[config.mk]
export PLATFORM = sky130hd
export DESIGN_NAME = lc3_decode_stage
export DESIGN_NICKNAME = d
export VERILOG_FILES = /design/src/rtl/lc3_decode_pkg.sv /design/src/rtl/lc3_decode_ctrl_lut.sv /design/src/rtl/lc3_decode_stage.sv
export SDC_FILE = /design/constraint.sdc
export NUM_CORES = 1
export LEC_CHECK = 0
export BUFFER_PORTS_ARGS = -buffer_cell sky130_fd_sc_hd__buf_4
export CORE_ASPECT_RATIO = 0.7
export CORE_MARGIN = 2
export CORE_UTILIZATION = 45
export CTS_BUF_LIST = sky130_fd_sc_hd__clkbuf_4
export DETAILED_ROUTE_END_ITERATION = 12
export PLACE_DENSITY_LB_ADDON = 0.1
export SLEW_MARGIN = 20
export SYNTH_ARGS = -nofsm -noshare
export SYNTH_HDL_FRONTEND = slang
export SYNTH_HIERARCHICAL = 1
export SYNTH_SLANG_ARGS = --single-unit
[constraint.sdc]
create_clock -name clock -period 1.3 [get_ports clock]
set_input_delay 0.065 -clock clock [delete_from_list [all_inputs] [get_ports clock]]
set_output_delay 0.065 -clock clock [all_outputs]
set_load 0.02 [all_outputs]
[src/rtl/lc3_decode_pkg.sv]
// Shared types and field encodings for the LC3 decode stage.
// e_control_t bit order: {alu_ctl[1:0], pcsel1[1:0], pcsel2, op2sel}.
package lc3_decode_pkg;

  typedef enum logic [3:0] {
    OP_BR   = 4'b0000,
    OP_ADD  = 4'b0001,
    OP_LD   = 4'b0010,
    OP_ST   = 4'b0011,
    OP_JSR  = 4'b0100,
    OP_AND  = 4'b0101,
    OP_LDR  = 4'b0110,
    OP_STR  = 4'b0111,
    OP_RTI  = 4'b1000,
    OP_NOT  = 4'b1001,
    OP_LDI  = 4'b1010,
    OP_STI  = 4'b1011,
    OP_JMP  = 4'b1100,
    OP_RSVD = 4'b1101,
    OP_LEA  = 4'b1110,
    OP_TRAP = 4'b1111
  } opcode_e;

  localparam logic [1:0] ALU_ADD = 2'b00;
  localparam logic [1:0] ALU_AND = 2'b01;
  localparam logic [1:0] ALU_NOT = 2'b10;

  localparam logic [1:0] PCSEL1_NONE = 2'b00;
  localparam logic [1:0] PCSEL1_OFF9 = 2'b01;
  localparam logic [1:0] PCSEL1_OFF6 = 2'b10;
  localparam logic [1:0] PCSEL1_BASE = 2'b11;

  localparam logic [1:0] W_ALUOUT = 2'b00;
  localparam logic [1:0] W_MEMOUT = 2'b01;
  localparam logic [1:0] W_PCOUT  = 2'b10;

  typedef struct packed {
    logic [1:0] alu_ctl;
    logic [1:0] pcsel1;
    logic       pcsel2;
    logic       op2sel;
  } e_control_t;

endpackage

[src/rtl/lc3_decode_ctrl_lut.sv]
// Combinational opcode decoder: instruction word to execute/writeback/memory
// control words plus an unsupported-opcode flag.
module lc3_decode_ctrl_lut
  import lc3_decode_pkg::*;
(
  input  logic [15:0] instr,
  output logic [5:0]  e_control,
  output logic [1:0]  w_control,
  output logic        m_control,
  output logic        illegal
);

  e_control_t e;
  logic       unused_bits;

  assign unused_bits = &{1'b0, instr[11:6], instr[4:0]};

  always_comb begin
    e       = '0;
    w_control = W_ALUOUT;
    m_control = 1'b0;
    illegal   = 1'b0;
    case (instr[15:12])
      OP_ADD: begin
        e.alu_ctl = ALU_ADD;
        e.op2sel  = ~instr[5];
      end
      OP_AND: begin
        e.alu_ctl = ALU_AND;
        e.op2sel  = ~instr[5];
      end
      OP_NOT: e.alu_ctl = ALU_NOT;
      OP_BR: begin
        e.pcsel1 = PCSEL1_OFF9;
        e.pcsel2 = 1'b1;
      end
      OP_JMP: e.pcsel1 = PCSEL1_BASE;
      OP_LD, OP_LDI, OP_ST, OP_STI, OP_LEA: begin
        e.pcsel1 = PCSEL1_OFF9;
        e.pcsel2 = 1'b1;
        if (instr[15:12] == OP_LD || instr[15:12] == OP_LDI)
          w_control = W_MEMOUT;
        else if (instr[15:12] == OP_LEA)
          w_control = W_PCOUT;
        m_control = (instr[15:12] == OP_LDI) || (instr[15:12] == OP_STI);
      end
      OP_LDR, OP_STR: begin
        e.pcsel1 = PCSEL1_OFF6;
        if (instr[15:12] == OP_LDR)
          w_control = W_MEMOUT;
      end
      OP_JSR, OP_RTI, OP_RSVD, OP_TRAP: illegal = 1'b1;
      // Unknown opcode bits land here and yield all-zero controls.
      default: illegal = 1'b1;
    endcase
  end

  assign e_control = e;

endmodule

[src/rtl/lc3_decode_stage.sv]
// LC3 decode pipeline stage: registers the fetched instruction, its next PC
// and the decoded control words, with valid and illegal-opcode status.
module lc3_decode_stage
  import lc3_decode_pkg::*;
#(
  parameter int ADDR_W = 16
) (
  input  logic              clock,
  input  logic              reset,
  input  logic              enable_decode,
  input  logic [ADDR_W-1:0] instr,
  input  logic [ADDR_W-1:0] npc_in,
  output logic [ADDR_W-1:0] ir,
  output logic [ADDR_W-1:0] npc_out,
  output logic [5:0]        e_control,
  output logic [1:0]        w_control,
  output logic              m_control,
  output logic              out_valid,
  output logic              illegal_op
);

  logic [5:0] lut_e;
  logic [1:0] lut_w;
  logic       lut_m;
  logic       lut_ill;

  lc3_decode_ctrl_lut u_lut (
    .instr     (instr[15:0]),
    .e_control (lut_e),
    .w_control (lut_w),
    .m_control (lut_m),
    .illegal   (lut_ill)
  );

  logic [ADDR_W-1:0] ir_q, ir_d, npc_q, npc_d;
  logic [5:0]        e_q, e_d;
  logic [1:0]        w_q, w_d;
  logic              m_q, m_d, vld_q, vld_d, ill_q, ill_d;

  always_comb begin
    ir_d  = ir_q;
    npc_d = npc_q;
    e_d   = e_q;
    w_d   = w_q;
    m_d   = m_q;
    ill_d = ill_q;
    vld_d = 1'b0;
    if (enable_decode) begin
      ir_d  = instr;
      npc_d = npc_in;
      e_d   = lut_e;
      w_d   = lut_w;
      m_d   = lut_m;
      ill_d = lut_ill;
      vld_d = 1'b1;
    end
  end

  always_ff @(posedge clock or negedge reset) begin
    if (!reset) begin
      ir_q  <= '0;
      npc_q <= '0;
      e_q   <= '0;
      w_q   <= '0;
      m_q   <= 1'b0;
      vld_q <= 1'b0;
      ill_q <= 1'b0;
    end else begin
      ir_q  <= ir_d;
      npc_q <= npc_d;
      e_q   <= e_d;
      w_q   <= w_d;
      m_q   <= m_d;
      vld_q <= vld_d;
      ill_q <= ill_d;
    end
  end

  assign ir         = ir_q;
  assign npc_out    = npc_q;
  assign e_control  = e_q;
  assign w_control  = w_q;
  assign m_control  = m_q;
  assign out_valid  = vld_q;
  assign illegal_op = ill_q;

endmodule

==> summary by stage <==
Status
The flow ran to the end, and the final reports show no timing, DRC or antenna violations.

Cells and area
The non-filler instance count after layout is around 280. The fraction of final layout cells sized beyond drive strength 1 is between 50 and 60%. Across the whole layout, storage elements account for 0.00108 mm². The antenna cell count is 0. The final instance area is between 0.002 and 0.003 mm². The number of fillers in the final layout is between 200 and 300. Relative to the synthesized area, the layout overhead comes to 49.2%. The multi-input combinational cells in the finished layout cover a total of roughly 740 µm². In the final design database the tool counted 257 nets.

Detailed routing
After detailed routing, the total wire length is between 4000 and 5000 µm. The count of nets left with antenna violations after detail routing is 0. The detailed-router iteration count before antenna repair is 2. The routed via count divided by cell count is 4.65. For this block, the via count after detailed routing is about 1,300. The detailed router finished its first iteration with 34 violations. In the routed design, unresolved DRC markers number 0. After detailed routing, the average wire length per cell comes to 14.8 µm.

Timing
The worst path uses around nine tenths of the clock period. The final worst clock skew is 0 ns. Setup repair after global routing left no endpoint under its margin. The relative max-transition margin is approximately 65%. The clock period could shrink to ~1.2 ns. For the final routed database, the setup TNS stands at 0 ns. The final-report hold violation count is 0.

Setup slack on the critical path of the routed design comes to approximately 0.15 ns. The highest attainable clock frequency is a little under 900 MHz. At the pin with the least slew margin, the transition time is 0.528 ns. The worst-case hold slack is 0.0349 ns. Setup violations remaining at the end of the flow were counted as 0. The total count of max-transition violations in the final report came to 0.

Worst setup path
STA classifies the critical path endpoint as a register. The nature of the critical path startpoint is an input pin. The endpoint arrival time on the critical path is roughly 1.4 ns. Along the worst path, the maximum fanout reaches 7.

The required arrival time at the worst endpoint is around 1.5 ns. The worst setup path is of the in2reg kind.

Floorplanning
The floorplan has 19 rows. The initial utilization of the core area, before any placement, comes to between 40% and 50%. In this run the vertical extent of the chip is about 60 µm. The floorplan step defined a die boundary enclosing 0.00482 mm².

The core area is 0.00402 mm². The die is ~82 µm wide. Pin placement for this block handled a little under 80 I/O pins.

Power
The share of total power dissipated in combinational logic is between 20 and 30%. The maximum vdd drop is between 0.6 and 0.7 mV. The internal power of the cells totals around 2.2 mW. The switching power of the nets is ~0.86 mW. The part of the total power dissipated in the clock network is about a fifth. The switching power as a share of total power is ~28%. Registers are responsible for 50.6% of the overall power. The static leakage is between 1 and 1.5 nW. The power density relative to cell area is around 1100 mW/mm².

Min path
The min-delay analysis places its worst path in the category in2reg.

Synth
The compound-gate portion of the synthesized area is between 1.5 and 2%. The total standard cell area after synthesis is between 0.0015 and 0.002 mm². Yosys mapped the design onto 21 distinct sky130hd cell types.

Sequential cells were found to cover a little under three fifths of the synthesized design area. The gate count after technology mapping is around 110. The Yosys step of the flow raised 6 warnings. The share of synthesized cell area in full adder, half adder and majority cells is 0%. The average footprint of a synthesized cell is between 15 and 20 µm². The number of flip-flops and latches in the synthesized netlist is between 40 and 50. After Yosys synthesis, and, or, nand and nor cells account for approximately 3.5% of the synthesized area. The dominant combinational cell family by area after synthesis is multiplexers. The xor-xnor portion of the synthesized cell area is less than 1%. The synthesized net count is around 150. The share of cell area taken by muxes after synthesis is ~32%.

Placement
Summing all placed instances gives a cell area of 0.00250 mm². In this run, placement finished with an instance count of 236. The port buffer count is between 70 and 80. The post-placement worst setup slack is between 0.3 and 0.4 ns. The HPWL after detailed placement is approximately 2600 µm. The weighted congestion reported at the end of routability-driven placement is 0.776.

GRT
The initial antenna violation count is 0. The first global-routing pass estimated between 6000 and 7000 µm of wire. After global routing the overflow that remains totals 0. The pin count of the biggest net entering global routing is 44. The number of global-route vias before repair is ~1,300.

Global routing consumed, over all layers together, about 18% of the routing resources.

Clocking
The number of buffers created by CTS is 5. The clock insertion delay at the later pin of the skew report is 0.35 ns. TritonCTS built the clock tree. The number of H-tree branching levels is 2. For this design, the CTS-stage hold fixing added 30 buffers. The number of sinks driven by the clock tree is 43. Clock tree synthesis selected as its root buffer the cell clkbuf_4.

The post-cts sizing count is 0. The clock-pin slew reported for the worst setup and hold paths after clock tree synthesis is around 0.13 ns. After clock tree synthesis, the setup repair step added 0 buffers. In this run the deepest clock path goes through 2 buffers.

Job
The tool flagged a number of max-cap violations equal to 0.
-- area by class of cell --
| type | instances | share of cell area [%] |
|---|---|---|
| repair buffers | 111 | 32.2 |
| multi-input cells | 59 | 25.7 |
| well taps | 52 | 2.27 |
| inverters | 2 | 0.262 |
| clock inverters | 2 | 0.437 |
| flip-flops and latches | 43 | 37.6 |
| clock buffers | 6 | 1.57 |
-- routing by layer --
metal	share of wire [%]	global-route usage, %	wire length [µm]	up-vias
li1	-	-	-	613
met1	46	23.7	1860	614
met2	47	27.8	1920	46
met3	5.8	4.29	235	5
met4	1.2	7.14	48	0
met5	0	0	0	-
-- worst max-delay path, cell delays in order --
cell and delay, ns:
dlygate4sd3_1 0.54, buf_4 0.16, xor2_1 0.17, a21oi_1 0.15, a21oi_1 0.06, mux2_4 0.25
-- cells in the mapped netlist, drive strengths merged --
cell type | number | share of area (%)
dfrtp | 43 | 56
nor2 | 1 | 0.20
nor3 | 4 | 1.0
buf | 7 | 5.3
xor2 | 1 | 0.46
o21ai | 1 | 0.26
nor4b | 2 | 1.2
nand2 | 1 | 0.20
mux2 | 42 | 32
o21a | 1 | 0.39
inv | 2 | 0.39
nor3b | 1 | 0.39
o22ai | 1 | 0.33
a21o | 1 | 0.39
and4 | 1 | 0.46
a21oi | 2 | 0.52
-- path summary, 6_finish.rpt --
check / startpoint / to / slack (ns) / cells after the start
worst max-delay path: instr[15] / illegal_op$_DFFE_PN0P_ / 0.15 / 6
worst min-delay path: instr[14] / ir[14]$_DFFE_PN0P_ / 0.03 / 2
worst max register to register: ir[0]$_DFFE_PN0P_ / ir[0]$_DFFE_PN0P_ / 0.52 / 1
worst min register to register: ir[13]$_DFFE_PN0P_ / ir[13]$_DFFE_PN0P_ / 0.52 / 1
max in group asynchronous: reset / npc_out[14]$_DFFE_PN0P_ / 0.70 / 2
min in group asynchronous: reset / e_control[5]$_DFFE_PN0P_ / 0.23 / 2
-- registers in the layout (all words and copies together) (netlist names) --
| register | cells |
|---|---|
| npc_out | 16 |
| m_control | 1 |
| w_control | 2 |
| out_valid | 1 |
| illegal_op | 1 |
| e_control | 6 |
| ir | 16 |
-- cells in the final DEF, fill, tap and decap left out, types with 2 or more instances in the layout --
cell | Yosys | routed
a21oi_1 | 2 | 2
buf_4 | 0 | 79
clkbuf_4 | 0 | 6
dfrtp_1 | 43 | 43
dlygate4sd3_1 | 0 | 31
mux2_2 | 2 | 2
mux2_4 | 40 | 40
nor3_1 | 4 | 4
-- power groups by stage --
| stage | logic [mW] | registers (mW) | clock network (mW) |
|---|---|---|---|
| 2_1_floorplan | 0.290 | 1.71 | 0 |
| 3_3_place_gp | 0.765 | 1.56 | 0 |
| 3_5_place_dp | 0.777 | 1.56 | 0 |
| 4_1_cts | 0.852 | 1.54 | 0.679 |
| 5_1_grt | 0.900 | 1.55 | 0.730 |
| 6_report | 0.847 | 1.54 | 0.650 |
-- through the flow --
step | util [%] | power (mW)
2_1_floorplan | - | 2.00
3_3_place_gp | 62.2 | 2.32
3_5_place_dp | 62.2 | 2.34
4_1_cts | 71.1 | 3.07
5_1_grt | 71.3 | 3.18
6_report | 71.3 | 3.03
-- cell families (layout without fill, tap and decap cells) --
group           Yosys count  count (layout)
compound gates            6               6
xor+xnor                  1               1
buf+inv                   9             121
flops                    43              43
mux                      42              42
simple gates             10              10
(Power assumes the default switching activity.)
